## config.mk

```make
export PLATFORM = sky130hd
export DESIGN_NAME = alu_operand_mux_pipe
export DESIGN_NICKNAME = d
export VERILOG_FILES = /design/src/rtl/alu_operand_mux_pipe.sv
export SDC_FILE = /design/constraint.sdc
export NUM_CORES = 1
export LEC_CHECK = 0
export BUFFER_PORTS_ARGS = -buffer_cell sky130_fd_sc_hd__buf_2
export CORE_ASPECT_RATIO = 1.5
export CORE_MARGIN = 2
export CORE_UTILIZATION = 44
export CTS_BUF_LIST = sky130_fd_sc_hd__clkbuf_4
export DETAILED_ROUTE_END_ITERATION = 7
export PLACE_DENSITY_LB_ADDON = 0.08
export SYNTH_ARGS = -nofsm -noshare
export SYNTH_HDL_FRONTEND = slang
export SYNTH_SLANG_ARGS = --single-unit
```

## constraint.sdc

```tcl
create_clock -name clk -period 1.5 [get_ports clk]
set_input_delay 0.075 -clock clk [delete_from_list [all_inputs] [get_ports clk]]
set_output_delay 0.075 -clock clk [all_outputs]
set_load 0.01 [all_outputs]
```

## src/rtl/alu_operand_mux_pipe.sv

```systemverilog
// -----------------------------------------------------------------------------
// alu_operand_mux_pipe
//
// Registered ALU B-operand select. One of NUM_IN channels is picked by sel in
// the accept cycle. Channel CONST_CH is replaced by the built-in constant
// CONST_VAL (PC+4 style). The chosen value then passes through a valid/ready
// stage that has a one-entry skid buffer, so in_ready comes straight from a
// register. Select codes >= NUM_IN return zero and are recorded in a sticky
// flag and a saturating counter.
//
// Ports:
//   clk        rising-edge clock
//   reset      synchronous, active-high reset
//   data_in    flattened channels, channel k at [k*WIDTH +: WIDTH]
//   sel        channel select, sampled with in_valid
//   in_valid   upstream request
//   in_ready   stage can accept (registered)
//   data_out   selected operand (registered)
//   out_valid  data_out is valid
//   out_ready  downstream accepts
//   sel_err    sticky illegal-select flag
//   err_count  accepted illegal selects, saturating at 255
// -----------------------------------------------------------------------------
module alu_operand_mux_pipe #(
   parameter int unsigned WIDTH     = 32'd32,
   parameter int unsigned NUM_IN    = 32'd5,
   parameter int unsigned SEL_W     = 32'd3,
   parameter int unsigned CONST_CH  = 32'd1,
   parameter int unsigned CONST_VAL = 32'd4
) (
   input  logic                    clk,
   input  logic                    reset,
   input  logic [NUM_IN*WIDTH-1:0] data_in,
   input  logic [SEL_W-1:0]        sel,
   input  logic                    in_valid,
   output logic                    in_ready,
   output logic [WIDTH-1:0]        data_out,
   output logic                    out_valid,
   input  logic                    out_ready,
   output logic                    sel_err,
   output logic [7:0]              err_count
);

   // Every code the select field can express gets a slot; unused slots read 0,
   // which is exactly the value an illegal select must produce.
   localparam int unsigned NUM_SLOTS = 32'd1 << SEL_W;
   localparam logic [WIDTH-1:0] CONST_W = WIDTH'(CONST_VAL);

   logic [WIDTH-1:0] chan_s [NUM_SLOTS];
   logic [WIDTH-1:0] sel_val_s;
   logic             sel_legal_s;
   logic             accept_s;
   logic             drain_s;

   logic [WIDTH-1:0] data_out_r,   data_out_n;
   logic             out_valid_r,  out_valid_n;
   logic [WIDTH-1:0] skid_data_r,  skid_data_n;
   logic             skid_valid_r, skid_valid_n;
   logic             in_ready_r,   in_ready_n;
   logic             sel_err_r,    sel_err_n;
   logic [7:0]       err_count_r,  err_count_n;

   genvar k;
   generate
      for (k = 0; k < NUM_SLOTS; k++) begin : g_chan
         if ((k == CONST_CH) && (k < NUM_IN)) begin : g_const
            assign chan_s[k] = CONST_W;
         end else if (k < NUM_IN) begin : g_data
            assign chan_s[k] = data_in[k*WIDTH +: WIDTH];
         end else begin : g_unused
            assign chan_s[k] = {WIDTH{1'b0}};
         end
      end
   endgenerate

   assign sel_legal_s = ({1'b0, sel} < (SEL_W + 32'd1)'(NUM_IN));
   assign sel_val_s   = chan_s[sel];
   assign accept_s    = in_valid & in_ready_r;
   assign drain_s     = out_valid_r & out_ready;

   // Next-state for output register, skid buffer, ready and error tracking.
   always_comb begin
      data_out_n   = data_out_r;
      out_valid_n  = out_valid_r;
      skid_data_n  = skid_data_r;
      skid_valid_n = skid_valid_r;
      in_ready_n   = in_ready_r;
      sel_err_n    = sel_err_r;
      err_count_n  = err_count_r;

      if (skid_valid_r) begin
         // in_ready is low here, so only a release can happen.
         if (drain_s) begin
            data_out_n   = skid_data_r;
            out_valid_n  = 1'b1;
            skid_valid_n = 1'b0;
            in_ready_n   = 1'b1;
         end else begin
            out_valid_n  = out_valid_r;
         end
      end else if (accept_s) begin
         if (~out_valid_r | out_ready) begin
            data_out_n  = sel_val_s;
            out_valid_n = 1'b1;
         end else begin
            skid_data_n  = sel_val_s;
            skid_valid_n = 1'b1;
            in_ready_n   = 1'b0;
         end
      end else if (drain_s) begin
         // data_out keeps the drained value; only valid drops.
         out_valid_n = 1'b0;
      end else begin
         out_valid_n = out_valid_r;
      end

      if (accept_s & ~sel_legal_s) begin
         sel_err_n = 1'b1;
         if (err_count_r != 8'hFF) begin
            err_count_n = err_count_r + 8'd1;
         end else begin
            err_count_n = err_count_r;
         end
      end else begin
         sel_err_n = sel_err_r;
      end
   end

   // State registers with synchronous reset.
   always_ff @(posedge clk) begin
      if (reset) begin
         data_out_r   <= {WIDTH{1'b0}};
         out_valid_r  <= 1'b0;
         skid_data_r  <= {WIDTH{1'b0}};
         skid_valid_r <= 1'b0;
         in_ready_r   <= 1'b1;
         sel_err_r    <= 1'b0;
         err_count_r  <= 8'd0;
      end else begin
         data_out_r   <= data_out_n;
         out_valid_r  <= out_valid_n;
         skid_data_r  <= skid_data_n;
         skid_valid_r <= skid_valid_n;
         in_ready_r   <= in_ready_n;
         sel_err_r    <= sel_err_n;
         err_count_r  <= err_count_n;
      end
   end

   assign in_ready  = in_ready_r;
   assign data_out  = data_out_r;
   assign out_valid = out_valid_r;
   assign sel_err   = sel_err_r;
   assign err_count = err_count_r;

endmodule

```

==> results of run 1 <==
==> power by group <==
group          internal [mW]  total, mW  switching (mW)
Clock                  0.682       1.41           0.731
Sequential              2.19       2.30           0.113
Combinational          0.883       1.83           0.946
==> per-layer routing <==
metal	vias up	share of wire, %	GRT usage [%]
met5	-	0	0
met2	182	54	46.4
met1	2282	38	27.5
met4	0	1.2	7.00
li1	2321	-	-
met3	11	6.0	4.65
==> per-stage QoR <==
step           instances  total power [mW]  cell area [um2]  util [%]  hold WS (ns)
4_1_cts              833              5.38             6090      62.8        0.0411
2_1_floorplan        511              3.15             4380         -         0.191
5_1_grt              841              5.80             6450      66.6        0.0389
3_3_place_gp         804              3.73             5600      57.8         0.437
3_5_place_dp         804              3.76             5600      57.8         0.440
6_report             841              5.54             6450      66.6        0.0498
==> worst max-delay path, cell delays in order (launching register included) <==
cell and delay (ns):
dfxtp_4 0.38, nand3b_1 0.27, nor3b_4 0.29, buf_6 0.17, clkbuf_16 0.16, o221ai_2 0.09, o211a_1 0.14
==> flip-flops by register name, summed over array words and instances (netlist names) <==
name          cells
sel_err           1
skid_valid_r      1
data_out         32
out_valid         1
skid_data_r      32
err_count         8
in_ready          1
==> kinds of logic (layout without fill, tap and decap cells) <==
family,count (synthesis),in the layout
compound gates,114,114
xor+xnor,2,2
fa+ha+maj,1,1
buf+inv,53,267
flops,76,76
mux,66,66
other cells,0,1
simple gates,199,199
==> cells in the mapped netlist, drive strengths merged, types with 2 or more instances <==
master	instances	area (um2)
a211oi	19	143
a21oi	7	35.0
a311oi	16	140
buf	29	175
clkbuf	19	71.3
dfxtp	76	1520
inv	5	18.8
mux2	16	180
mux2i	50	500
nand2	36	135
nand2b	3	18.8
nand3	3	15.0
nand4	5	37.5
nor2	91	342
nor3	50	300
o211a	14	140
o21ai	19	95.1
o221ai	28	308
o22ai	3	18.8
or3	2	12.5
xor2	2	17.5
==> how the worst min path moves through the flow <==
| stage | startpoint | end | slack (ns) | depth (start not counted) |
|---|---|---|---|---|
| 2_1_floorplan | out_ready | skid_valid_r | 0.19 | 1 |
| 3_3_place_gp | out_ready | skid_valid_r | 0.44 | 3 |
| 3_5_place_dp | out_ready | skid_valid_r | 0.44 | 3 |
| 4_1_cts | reset | data_out[22] | 0.04 | 2 |
| 5_1_grt | reset | data_out[21] | 0.04 | 2 |
| 6_report | reset | data_out[21] | 0.05 | 2 |
==> repair_timing <==
action,4_1_cts,5_1_grt
pin swaps,11,17
gates resized for setup,50,70
hold buffers,1,0
setup buffers,10,5
cloned,3,3
endpoints found under the hold margin,1,0
endpoints found under the setup margin,64,65
==> cell type report <==
class	instances	area (um2)	area share, %
multi-input combinational	382	2980	46.2
timing repair buffer	246	1630	25.2
inverter	5	18.8	0.291
tap	115	144	2.23
sequential	76	1530	23.6
clock inverter	6	78.8	1.22
antenna	1	2.50	0.0388
clock buffer	10	75.1	1.16
==> results.sh, run 1 <==
export IMPL_numCtsBuffers=9
export IMPL_synthCells=511
export IMPL_reg2regPathDepth=6
export IMPL_synth_top_family_by_area="compound AO/OA/AOI/OAI gates"
export IMPL_synthesis_nets=679
export IMPL_die_w_um=85.4
export IMPL_maxSlewViolCount=0
export IMPL_hold_class="input port to flip-flop"
export IMPL_core_area_um2=9690
export IMPL_grt_pass1_vias=4645
export IMPL_wirelength_um=14300
export IMPL_ir_drop_mv=0.544
export IMPL_synth_cell_types=47
export IMPL_r2r_end="skid_data_r[29]"
export IMPL_drc=0
export IMPL_endpoint="skid_data_r[29]"
export IMPL_ys_seq_area_share_pct=34.8
export IMPL_setup_tns_ns=-2.25
export IMPL_die_area_um2=10800
export IMPL_synth_area_per_cell_um2=8.56
export IMPL_cp_end_kind="flip-flop"
export IMPL_vias=4796
export IMPL_timing_final_crit_period_ns=1.60
export IMPL_synth_compound_area_share_pct=21.6
export IMPL_grt_overflow_total=0
export IMPL_synth_xor_area_share_pct=0.400
export IMPL_ctsHtreeMaxLevel=3
export IMPL_setup_ws_ns=-0.105
export IMPL_clock_latency_ns=0.43
export IMPL_antenna_found_initial=1
export IMPL_slew_headroom_pct=43.3
export IMPL_hold_violations=0
export IMPL_ios=210
export IMPL_synth_edff_count=0
export IMPL_timing_worst_setup_path_type="flip-flop to flip-flop"
export IMPL_final_nets=888
export IMPL_fillerInstances=813
export IMPL_worstPathRequired_ns=1.82
export IMPL_post_drt_wl_per_cell_um=17.0
export IMPL_synthAdderAreaFrac_pct=0.286
export IMPL_layout_commonest_cell="buf_2"
export IMPL_cts_sinks=76
export IMPL_cp_max_fo=6
export IMPL_synth_seq_cells=76
export IMPL_drtIter0Drc=240
export IMPL_status="finished with violations"
export IMPL_io_buffers=177
export IMPL_start_util_pct=45.2
export IMPL_start_kind="flip-flop"
export IMPL_yosysWarnings=0
export IMPL_ant_nets=0
export IMPL_rsz0062_at_grt="true"
export IMPL_grt_total_usage_pct=24.6
export IMPL_worstPathArrival_ns=1.93
export IMPL_rrSetupSlack_ns=-0.10
export IMPL_synth_mux_area_share_pct=15.6
export IMPL_synth_main_ff_cell="dfxtp_1"
export IMPL_grt_pass1_wl_um=21700
export IMPL_total_leakage_power_nw=2.98
export IMPL_place_congestion=0.824
export IMPL_drive_above_1_share_pct=51.9
export IMPL_startpoint="skid_valid_r"
export IMPL_cts_tree="yes"
export IMPL_r2r_start="skid_valid_r"
export IMPL_dp_slack_ns=-0.226
export IMPL_powerDensity_nw_per_um2=859
export IMPL_async_flop_share_pct=0
export IMPL_final_cell_mix="buf_2, dfxtp_1, nor2_1, mux2i_1, buf_4"
export IMPL_rows=44
export IMPL_finalCritPeriodShare_pct=107
export IMPL_dr_pass1_iters=5
export IMPL_grt_start_max_net_pins=35
export IMPL_synth_area_um2=4380
export IMPL_clk_root_buffer_cell="clkbuf_4"
export IMPL_setup_viol=45
export IMPL_die_y_um=126
export IMPL_vias_per_cell=5.70
export IMPL_cap_violations=0
export IMPL_yosys_area_share_simple_pct=21.3
export IMPL_worst_pin_slew_ns=0.849
export IMPL_clk_pin_slew_ns=0.12
export IMPL_dp_hpwl_um=9830
export IMPL_fin_worst_skew_ns=0.0167
export IMPL_clockBufferDepth=2
export IMPL_area_delta_synth_final_pct=47.5
export IMPL_violations="negative setup slack"
export IMPL_fmax_mhz=623
Note: power is estimated with default switching activity, not from simulation.
==> run 2: changes to the inputs <==
CORE_UTILIZATION = 35   (was 44)
==> run 2 against run 1 <==
The run still ends with negative setup slack left. Design area shrank 4.3%. Combinational power shrank 9.8%. Power shrank 2.4%. Hold slack got worse by 0.034 ns. Cell count up 3.0%. Critical endpoint is now skid_data_r[20].
==> results.sh, run 2 (same netlist as run 1, synthesis figures left out) <==
export IMPL_worstPathRequired_ns=1.82
export IMPL_clock_latency_ns=0.43
export IMPL_cts_sinks=76
export IMPL_start_util_pct=35.5
export IMPL_grt_pass1_vias=4447
export IMPL_dp_hpwl_um=10200
export IMPL_vias_per_cell=5.32
export IMPL_cp_end_kind="flip-flop"
export IMPL_status="finished with violations"
export IMPL_grt_total_usage_pct=21.0
export IMPL_drc=0
export IMPL_crit_top_cell="buf_6"
export IMPL_total_leakage_power_nw=2.86
export IMPL_cts_tree="yes"
export IMPL_numCtsBuffers=9
export IMPL_critPathTopFamily="simple AND/OR/NAND/NOR gates"
export IMPL_critPathBufInv=3
export IMPL_place_congestion=0.769
export IMPL_die_y_um=141
export IMPL_dr_pass1_iters=4
export IMPL_vias=4603
export IMPL_timing_worst_setup_path_type="flip-flop to flip-flop"
export IMPL_worstPathArrival_ns=1.91
export IMPL_setup_ws_ns=-0.0860
export IMPL_rows=50
export IMPL_hold_class="input port to flip-flop"
export IMPL_die_area_um2=13400
export IMPL_start_kind="flip-flop"
export IMPL_slew_headroom_pct=65.8
export IMPL_regArea_um2=1530
export IMPL_wirelength_um=14700
export IMPL_io_buffers=177
export IMPL_timing_final_crit_period_ns=1.59
export IMPL_worst_pin_slew_ns=0.512
export IMPL_fin_worst_skew_ns=0.0163
export IMPL_drive_above_1_share_pct=44.6
export IMPL_maxSlewViolCount=0
export IMPL_setup_viol=49
export IMPL_violations="negative setup slack"
export IMPL_grt_overflow_total=0
export IMPL_clk_root_buffer_cell="clkbuf_4"
export IMPL_cap_violations=0
export IMPL_core_area_um2=12300
export IMPL_antenna_found_initial=1
export IMPL_area_delta_synth_final_pct=41.1
export IMPL_rsz0062_at_grt="true"
export IMPL_grt_start_max_net_pins=32
export IMPL_fmax_mhz=631
export IMPL_final_nets=872
export IMPL_finalCritPeriodShare_pct=106
export IMPL_multiInputGateArea_um2=2770
export IMPL_final_cell_mix="buf_2, nor2_1, dfxtp_1, mux2i_1, nand2_1"
export IMPL_hold_violations=0
export IMPL_clk_pin_slew_ns=0.12
export IMPL_ant_nets=0
export IMPL_grt_pass1_wl_um=22100
export IMPL_fin_util_pct=50.1
export IMPL_ctsHtreeMaxLevel=3
export IMPL_powerDensity_nw_per_um2=876
export IMPL_die_w_um=95.3
export IMPL_drtIter0Drc=149
export IMPL_clockBufferDepth=2
export IMPL_max_stage_delay_ns=0.38
export IMPL_crit_chain="nand3b_1 > buf_6 > nor3b_4 > buf_6 > buf_12 > o221ai_2 > o211a_1"
export IMPL_layout_commonest_cell="buf_2"
export IMPL_setup_tns_ns=-1.53
export IMPL_ios=210
export IMPL_post_drt_wl_per_cell_um=16.9
export IMPL_ir_drop_mv=0.361
export IMPL_cp_max_fo=8
export IMPL_fillerInstances=1218
export IMPL_crit_slowest_cell="dfxtp_4"
[run 2: area by class of cell]
cell class                 count  share of cell area, %
antenna                        1                 0.0405
multi-input combinational    382                   44.8
clock inverter                 4                   1.20
tap                          156                   3.16
inverter                       5                  0.304
sequential                    76                   24.7
clock buffer                  12                   1.46
timing repair buffer         230                   24.3
[run 2: path summary, 6_finish.rpt]
| kind | cells past startpoint | end | start | slack [ns] |
|---|---|---|---|---|
| worst max-delay path | 7 | skid_data_r[20] | skid_valid_r | -0.09 |
| worst min-delay path | 3 | skid_valid_r | out_ready | 0.02 |
| worst max register to register | 7 | skid_data_r[20] | skid_valid_r | -0.09 |
| worst min register to register | 2 | data_out[22] | data_out[22] | 0.47 |
[run 2: worst min-delay path, delay by kind of cell]
family	cells	cell delay [ns]
AOI/OAI and AO/OA	1	0.09
buffers and inverters	2	0.25
[run 2: timing repair]
item | in CTS | in global routing
cloned | 2 | 3
setup endpoints to repair | 29 | 65
resized for setup | 30 | 16
pin swaps | 2 | 5
endpoints found under the hold margin | 3 | 0
buffers inserted | 5 | 6
hold buffers | 1 | 0
[run 2: where the power goes]
part / leakage [nW] / internal (mW) / switching (mW)
sequential: 0.622 / 2.19 / 0.0890
combinational: 2.15 / 0.777 / 0.871
clock: 0.0915 / 0.734 / 0.751
total: 2.86 / 3.70 / 1.71
[run 2: stage by stage]
stage | power, mW | instances | setup slack [ns] | hold WS (ns) | instance area [um2]
2_1_floorplan | 3.15 | 511 | 0.00823 | 0.191 | 4380
3_3_place_gp | 3.77 | 835 | -0.0290 | 0.427 | 5640
3_5_place_dp | 3.80 | 835 | -0.0792 | 0.449 | 5640
4_1_cts | 5.35 | 859 | -0.0829 | 0.00694 | 6040
5_1_grt | 5.70 | 866 | -0.128 | 0.0182 | 6170
6_report | 5.41 | 866 | -0.0860 | 0.0160 | 6170
[run 2: per-layer routing]
metal	routed length [um]	track usage, %	part of all wire (%)	up-vias
met2	7580	37.1	52	168
met5	0	0	0	-
met4	290	8.31	2.0	0
met1	6020	25.2	41	2129
li1	-	-	-	2282
met3	771	2.67	5.3	24
